**src/rtl/apb_pkg.sv**
```systemverilog
// Shared types and constants for the APB requester: FSM encoding, register map, default timeout.
package apb_pkg;

  typedef enum logic [1:0] {
    IDLE   = 2'd0,
    SETUP  = 2'd1,
    ACCESS = 2'd2,
    RESP   = 2'd3
  } apb_state_t;

  localparam logic [31:0] APB_ADDR_TX      = 32'h0;
  localparam logic [31:0] APB_ADDR_RX      = 32'h4;
  localparam logic [31:0] APB_ADDR_CONFIG  = 32'h8;
  localparam logic [31:0] APB_ADDR_TIMEOUT = 32'hC;

  localparam int TIMEOUT_CYC_DEF = 16;

endpackage

```
**src/rtl/apb_master.sv**
```systemverilog
// APB requester: one valid/ready command becomes one SETUP/ACCESS transfer and one held response.
// Accept-to-response is 3 cycles with zero wait states; a stuck completer is aborted after TIMEOUT_CYC ACCESS cycles.
module apb_master
  import apb_pkg::*;
#(
  parameter int ADDR_W      = 32,
  parameter int DATA_W      = 32,
  parameter int TIMEOUT_CYC = TIMEOUT_CYC_DEF
) (
  input  logic              PCLK,
  input  logic              PRESETn,
  input  logic              cmd_valid,
  output logic              cmd_ready,
  input  logic              cmd_write,
  input  logic [ADDR_W-1:0] cmd_addr,
  input  logic [DATA_W-1:0] cmd_wdata,
  output logic              rsp_valid,
  input  logic              rsp_ready,
  output logic [DATA_W-1:0] rsp_rdata,
  output logic              rsp_err,
  output logic              rsp_timeout,
  output logic              PSELx,
  output logic              PENABLE,
  output logic              PWRITE,
  output logic [ADDR_W-1:0] PADDR,
  output logic [DATA_W-1:0] PWDATA,
  input  logic [DATA_W-1:0] PRDATA,
  input  logic              PREADY,
  input  logic              PSLVERR,
  output logic              busy
);

  localparam int CNT_W = $clog2(TIMEOUT_CYC + 1);

  apb_state_t        state_q, state_d;
  logic [CNT_W-1:0]  cnt_q, cnt_d;
  logic              psel_q, psel_d;
  logic              penable_q, penable_d;
  logic              pwrite_q, pwrite_d;
  logic [ADDR_W-1:0] paddr_q, paddr_d;
  logic [DATA_W-1:0] pwdata_q, pwdata_d;
  logic              rsp_valid_q, rsp_valid_d;
  logic [DATA_W-1:0] rsp_rdata_q, rsp_rdata_d;
  logic              rsp_err_q, rsp_err_d;
  logic              rsp_timeout_q, rsp_timeout_d;

  always_ff @(posedge PCLK or negedge PRESETn) begin
    if (!PRESETn) begin
      state_q       <= IDLE;
      cnt_q         <= '0;
      psel_q        <= 1'b0;
      penable_q     <= 1'b0;
      pwrite_q      <= 1'b0;
      paddr_q       <= '0;
      pwdata_q      <= '0;
      rsp_valid_q   <= 1'b0;
      rsp_rdata_q   <= '0;
      rsp_err_q     <= 1'b0;
      rsp_timeout_q <= 1'b0;
    end else begin
      state_q       <= state_d;
      cnt_q         <= cnt_d;
      psel_q        <= psel_d;
      penable_q     <= penable_d;
      pwrite_q      <= pwrite_d;
      paddr_q       <= paddr_d;
      pwdata_q      <= pwdata_d;
      rsp_valid_q   <= rsp_valid_d;
      rsp_rdata_q   <= rsp_rdata_d;
      rsp_err_q     <= rsp_err_d;
      rsp_timeout_q <= rsp_timeout_d;
    end
  end

  always_comb begin
    state_d       = state_q;
    cnt_d         = cnt_q;
    psel_d        = psel_q;
    penable_d     = penable_q;
    pwrite_d      = pwrite_q;
    paddr_d       = paddr_q;
    pwdata_d      = pwdata_q;
    rsp_valid_d   = rsp_valid_q;
    rsp_rdata_d   = rsp_rdata_q;
    rsp_err_d     = rsp_err_q;
    rsp_timeout_d = rsp_timeout_q;

    unique case (state_q)
      IDLE: begin
        if (cmd_valid) begin
          pwrite_d  = cmd_write;
          paddr_d   = cmd_addr;
          pwdata_d  = cmd_wdata;
          psel_d    = 1'b1;
          penable_d = 1'b0;
          state_d   = SETUP;
        end
      end
      SETUP: begin
        penable_d = 1'b1;
        cnt_d     = '0;
        state_d   = ACCESS;
      end
      ACCESS: begin
        // PREADY is checked first so a completion in the last counted cycle beats the abort.
        if (PREADY) begin
          rsp_rdata_d   = pwrite_q ? '0 : PRDATA;
          rsp_err_d     = PSLVERR;
          rsp_timeout_d = 1'b0;
          rsp_valid_d   = 1'b1;
          psel_d        = 1'b0;
          penable_d     = 1'b0;
          state_d       = RESP;
        end else if (cnt_q == CNT_W'(TIMEOUT_CYC - 1)) begin
          rsp_rdata_d   = '0;
          rsp_err_d     = 1'b1;
          rsp_timeout_d = 1'b1;
          rsp_valid_d   = 1'b1;
          psel_d        = 1'b0;
          penable_d     = 1'b0;
          state_d       = RESP;
        end else begin
          cnt_d = cnt_q + CNT_W'(1);
        end
      end
      RESP: begin
        if (rsp_ready) begin
          rsp_valid_d = 1'b0;
          state_d     = IDLE;
        end
      end
      default: state_d = IDLE;
    endcase
  end

  assign cmd_ready   = (state_q == IDLE);
  assign busy        = (state_q != IDLE);
  assign PSELx       = psel_q;
  assign PENABLE     = penable_q;
  assign PWRITE      = pwrite_q;
  assign PADDR       = paddr_q;
  assign PWDATA      = pwdata_q;
  assign rsp_valid   = rsp_valid_q;
  assign rsp_rdata   = rsp_rdata_q;
  assign rsp_err     = rsp_err_q;
  assign rsp_timeout = rsp_timeout_q;

endmodule

```
**config.mk**
```make
export PLATFORM = sky130hd
export DESIGN_NAME = apb_master
export DESIGN_NICKNAME = d
export VERILOG_FILES = /design/src/rtl/apb_pkg.sv /design/src/rtl/apb_master.sv
export SDC_FILE = /design/constraint.sdc
export NUM_CORES = 1
export LEC_CHECK = 0
export CAP_MARGIN = 30
export CORE_MARGIN = 5
export CORE_UTILIZATION = 41
export DETAILED_ROUTE_END_ITERATION = 7
export PLACE_DENSITY = 0.84
export RECOVER_POWER = 50
export SLEW_MARGIN = 20
export SYNTH_ARGS = -nofsm -noshare
export SYNTH_HDL_FRONTEND = slang
export SYNTH_SLANG_ARGS = --single-unit
```
**constraint.sdc**
```tcl
create_clock -name PCLK -period 2.21 [get_ports PCLK]
set_input_delay 0.442 -clock PCLK [delete_from_list [all_inputs] [get_ports PCLK]]
set_output_delay 0.442 -clock PCLK [all_outputs]
set_load 0.02 [all_outputs]
```
==> flow_summary.rst <==
.. list-table::
   :header-rows: 1

   * - Metric
     - Value
   * - Final routed wire length divided by cell count
     - 17.0 µm
   * - Worst path arrival time
     - 1570 ps
   * - Total of max-cap violations
     - 1
   * - Type of the worst setup path
     - register to primary output
   * - Clock transition at path regs
     - 100 ps
   * - Overall Global Routing Usage
     - 18.2%
   * - Yosys warns
     - 0
   * - Die width
     - 114 µm
   * - Violated checks
     - capacitance limit, slew limit
   * - Cell count after synthesis
     - 350
   * - Slew Limit Headroom
     - -23.6%
   * - Synthesized flop and latch total
     - 109
   * - Residual antenna-violating net count after detailed routing
     - 0
   * - Final Hold Fails
     - 0
   * - Met3 usage
     - 5.55%
   * - Number of clock sinks
     - 109
   * - Cell accounting for the most synthesized area
     - dfrtp_1
   * - Post-synthesis share of cell area spent on full adders, half adders and majority gates
     - 2.25%
   * - Setup repair after global routing missed its margin
     - no
   * - Setup TNS
     - 0 ps
   * - Worst-path maximum fanout
     - 4
   * - Number of fill cells
     - 879
   * - Vias in the first global route
     - 3677
   * - Effective utilization at floorplan
     - 41.4%
   * - Share of flip-flops with an asynchronous set or reset after synthesis
     - 100%
   * - Placed wire-length estimate after detailed placement
     - 9240 µm
   * - Via-to-Cell Ratio
     - 4.87
   * - Remaining DRCs
     - 0
   * - Commonest cells post-synth
     - 109 x dfrtp_1, 67 x nand2_1, 66 x mux2_2, 33 x nand3_1, 11 x buf_2
   * - Library cells used by synthesis
     - 32
   * - Number of search-and-repair iterations in the first detailed-routing pass
     - 6
   * - Total via count after detailed routing
     - 3401
   * - Library cell used as clock root buffer
     - clkbuf_8
   * - Post-Route WL
     - 11900 µm
   * - Path category of the worst min-delay check
     - register to register
   * - Most Used Layer, Global Route
     - met2
   * - Post-Route Skew
     - 10.0 ps
   * - Critical path data required time
     - 1770 ps
   * - Total number of nets in the final design
     - 665
   * - Die area
     - 13000 µm²
   * - GRT met1 Usage
     - 21.1%
   * - Total Power
     - 0.00978 W
   * - Met2 layer usage reported by global route
     - 32.0%
   * - Number of placed I/O pins
     - 207
   * - Most frequently used cell type in the post-synthesis netlist
     - dfrtp_1
   * - Top achievable clock speed
     - 496 MHz
   * - Result of the run
     - finished, violations left
   * - Fraction of post-synthesis cell area in the top cell type by area
     - 61.4%
   * - Share of post-route cells with drive strength above 1
     - 17.0%
   * - Global-route wire length before repair
     - 18700 µm
   * - Top cells by area in the synthesized netlist
     - dfrtp_1 61%, mux2_2 17%, nand2_1 5.7%
   * - Max-slew violation count
     - 35
   * - # rows
     - 38
   * - Combined area of the multi-input logic cells
     - 1560 µm²
   * - Footprint of the flip-flops and latches
     - 2730 µm²
   * - Main combinational cell family by area after synthesis
     - multiplexers
   * - Netlist Area Pre-Place
     - 4450 µm²
   * - Number of failing setup endpoints in the final timing report
     - 0
   * - Num CTS Buffers
     - 9
   * - Violation count after the first detailed-route iteration
     - 247
   * - Startpoint type of the worst setup path
     - register
   * - Die span in y
     - 114 µm
   * - Clock insertion delay at the later pin of the skew report
     - 370 ps
   * - Pin count of the biggest net entering global routing
     - 45
   * - Synthesized-area fraction occupied by ao, oa, aoi and oai cells
     - 2.45%
   * - Xor/xnor cell area share of the yosys netlist
     - 0.394%
   * - Total of buffers placed on input and output ports
     - 206
   * - Initial antenna violation count
     - 0
   * - CTS tree
     - yes
   * - Simple-gate area share of the yosys netlist
     - 11.9%
   * - Core Region
     - 10700 µm²
   * - Routability Congestion
     - 0.786
   * - Worst VDD drop
     - 0.762 mV
   * - Congestion Overflow GR
     - 0
   * - Number of enable-type register cells in the synthesized netlist
     - 0
   * - Avg Cell Area, Syn
     - 12.7 µm²
   * - Lkg Pwr
     - 3.09 nW
   * - Sequential area share after synthesis
     - 61.4%
   * - Slew at the pin with the worst max-slew slack
     - 1850 ps
   * - Share of synthesized area spent on multiplexers
     - 17.9%
   * - Dominant register cell in the synthesized netlist
     - dfrtp_1
   * - Min Tclk post-route
     - 2020 ps
   * - Max Buffers Root-to-Sink
     - 2
   * - Synthesized net count
     - 461
   * - Layout Area Growth over Synthesis
     - 53.6%
   * - Power density over the cells
     - 1430 nW/µm²
   * - CTS HTree Levels
     - 3
   * - Antenna cells
     - 0
   * - Final Cycle Share
     - 91.2%
   * - Worst Setup End Kind
     - primary output
-- cells in the final DEF (no fill, tap or decap), types with 4 or more instances in the layout --
cell             count
buf_4                5
clkbuf_8             9
clkdlybuf4s50_1    181
dfrtp_1            109
dlygate4sd3_1       22
ha_1                 8
inv_1                5
mux2_2              66
mux2i_1              4
nand2_1             67
nand3_1             33
nor3b_1              4
o21ai_0              5
-- final timing paths --
check	from	to	slack (ps)	depth (start not counted)
hold reg to reg	rsp_rdata[22]$_DFFE_PN0P_	rsp_rdata[22]$_DFFE_PN0P_	470	2
max in group asynchronous	PRESETn	rsp_rdata[0]$_DFFE_PN0P_	450	2
hold / removal	rsp_rdata[22]$_DFFE_PN0P_	rsp_rdata[22]$_DFFE_PN0P_	470	2
setup / recovery	state_q[0]$_DFFE_PN0P_	busy	190	4
setup reg to reg	state_q[0]$_DFFE_PN0P_	PADDR[22]$_DFFE_PN0P_	250	5
min in group asynchronous	PRESETn	PWDATA[18]$_DFFE_PN0P_	560	1
-- worst max-delay path, stage by stage (launching register included) --
cell,delay [ps]
dfrtp_1,420
inv_1,120
ha_1,250
inv_1,70
dlygate4sd2_1,350
-- cells by family (layout without fill, tap and decap cells) --
group,count (synthesis),after routing
multiplexers,71,71
AND/OR/NAND/NOR,116,116
buffers and inverters,27,236
adder cells (fa/ha/maj),8,8
AO/OA/AOI/OAI,17,17
flip-flops,109,109
XOR/XNOR,2,2
-- per-stage QoR --
stage	cell area [µm²]	util [%]	worst slack, ps	hold slack, ps	instances
global route	6830	63.5	52.3	503	699
floorplan	4450	-	444	146	350
CTS	6850	63.8	143	9.01	699
global placement	6660	62.0	207	409	683
finish	6830	63.5	195	470	699
detailed placement	6660	62.0	185	428	683
-- power breakdown --
group / switching (W) / internal [W]
combinational: 0.00254 / 0.00256
clock: 0.000682 / 0.000528
sequential: 0.000505 / 0.00296
total: 0.00372 / 0.00605
-- layout make-up --
type                    instances  area share, %
clock buffers                   9           1.81
clock inverters                 7           1.10
inverters                       5          0.275
multi-input cells             214           22.8
flip-flops and latches        109           40.0
well taps                     140           2.57
repair buffers                215           31.5
-- metal layers --
layer	vias up	wire (µm)	share of wire [%]
li1	1590	-	-
met1	1641	4510	38
met2	150	6160	52
met3	20	970	8.2
met4	0	259	2.2
met5	-	0	0
-- flip-flops by register name, summed over array words and instances (netlist names) --
signal and count:
PWDATA 32, PSELx 1, cnt_q 5, PENABLE 1, rsp_valid 1, rsp_rdata 32
PWRITE 1, rsp_timeout 1, rsp_err 1, state_q 2, PADDR 32
-- what timing repair did --
item	in CTS	in global routing
buffers inserted	0	0
resized for setup	2	0
hold endpoints to repair	0	0
hold buffers	0	0
setup endpoints to repair	2	0
No activity file was read; power rests on OpenSTA's default activity.
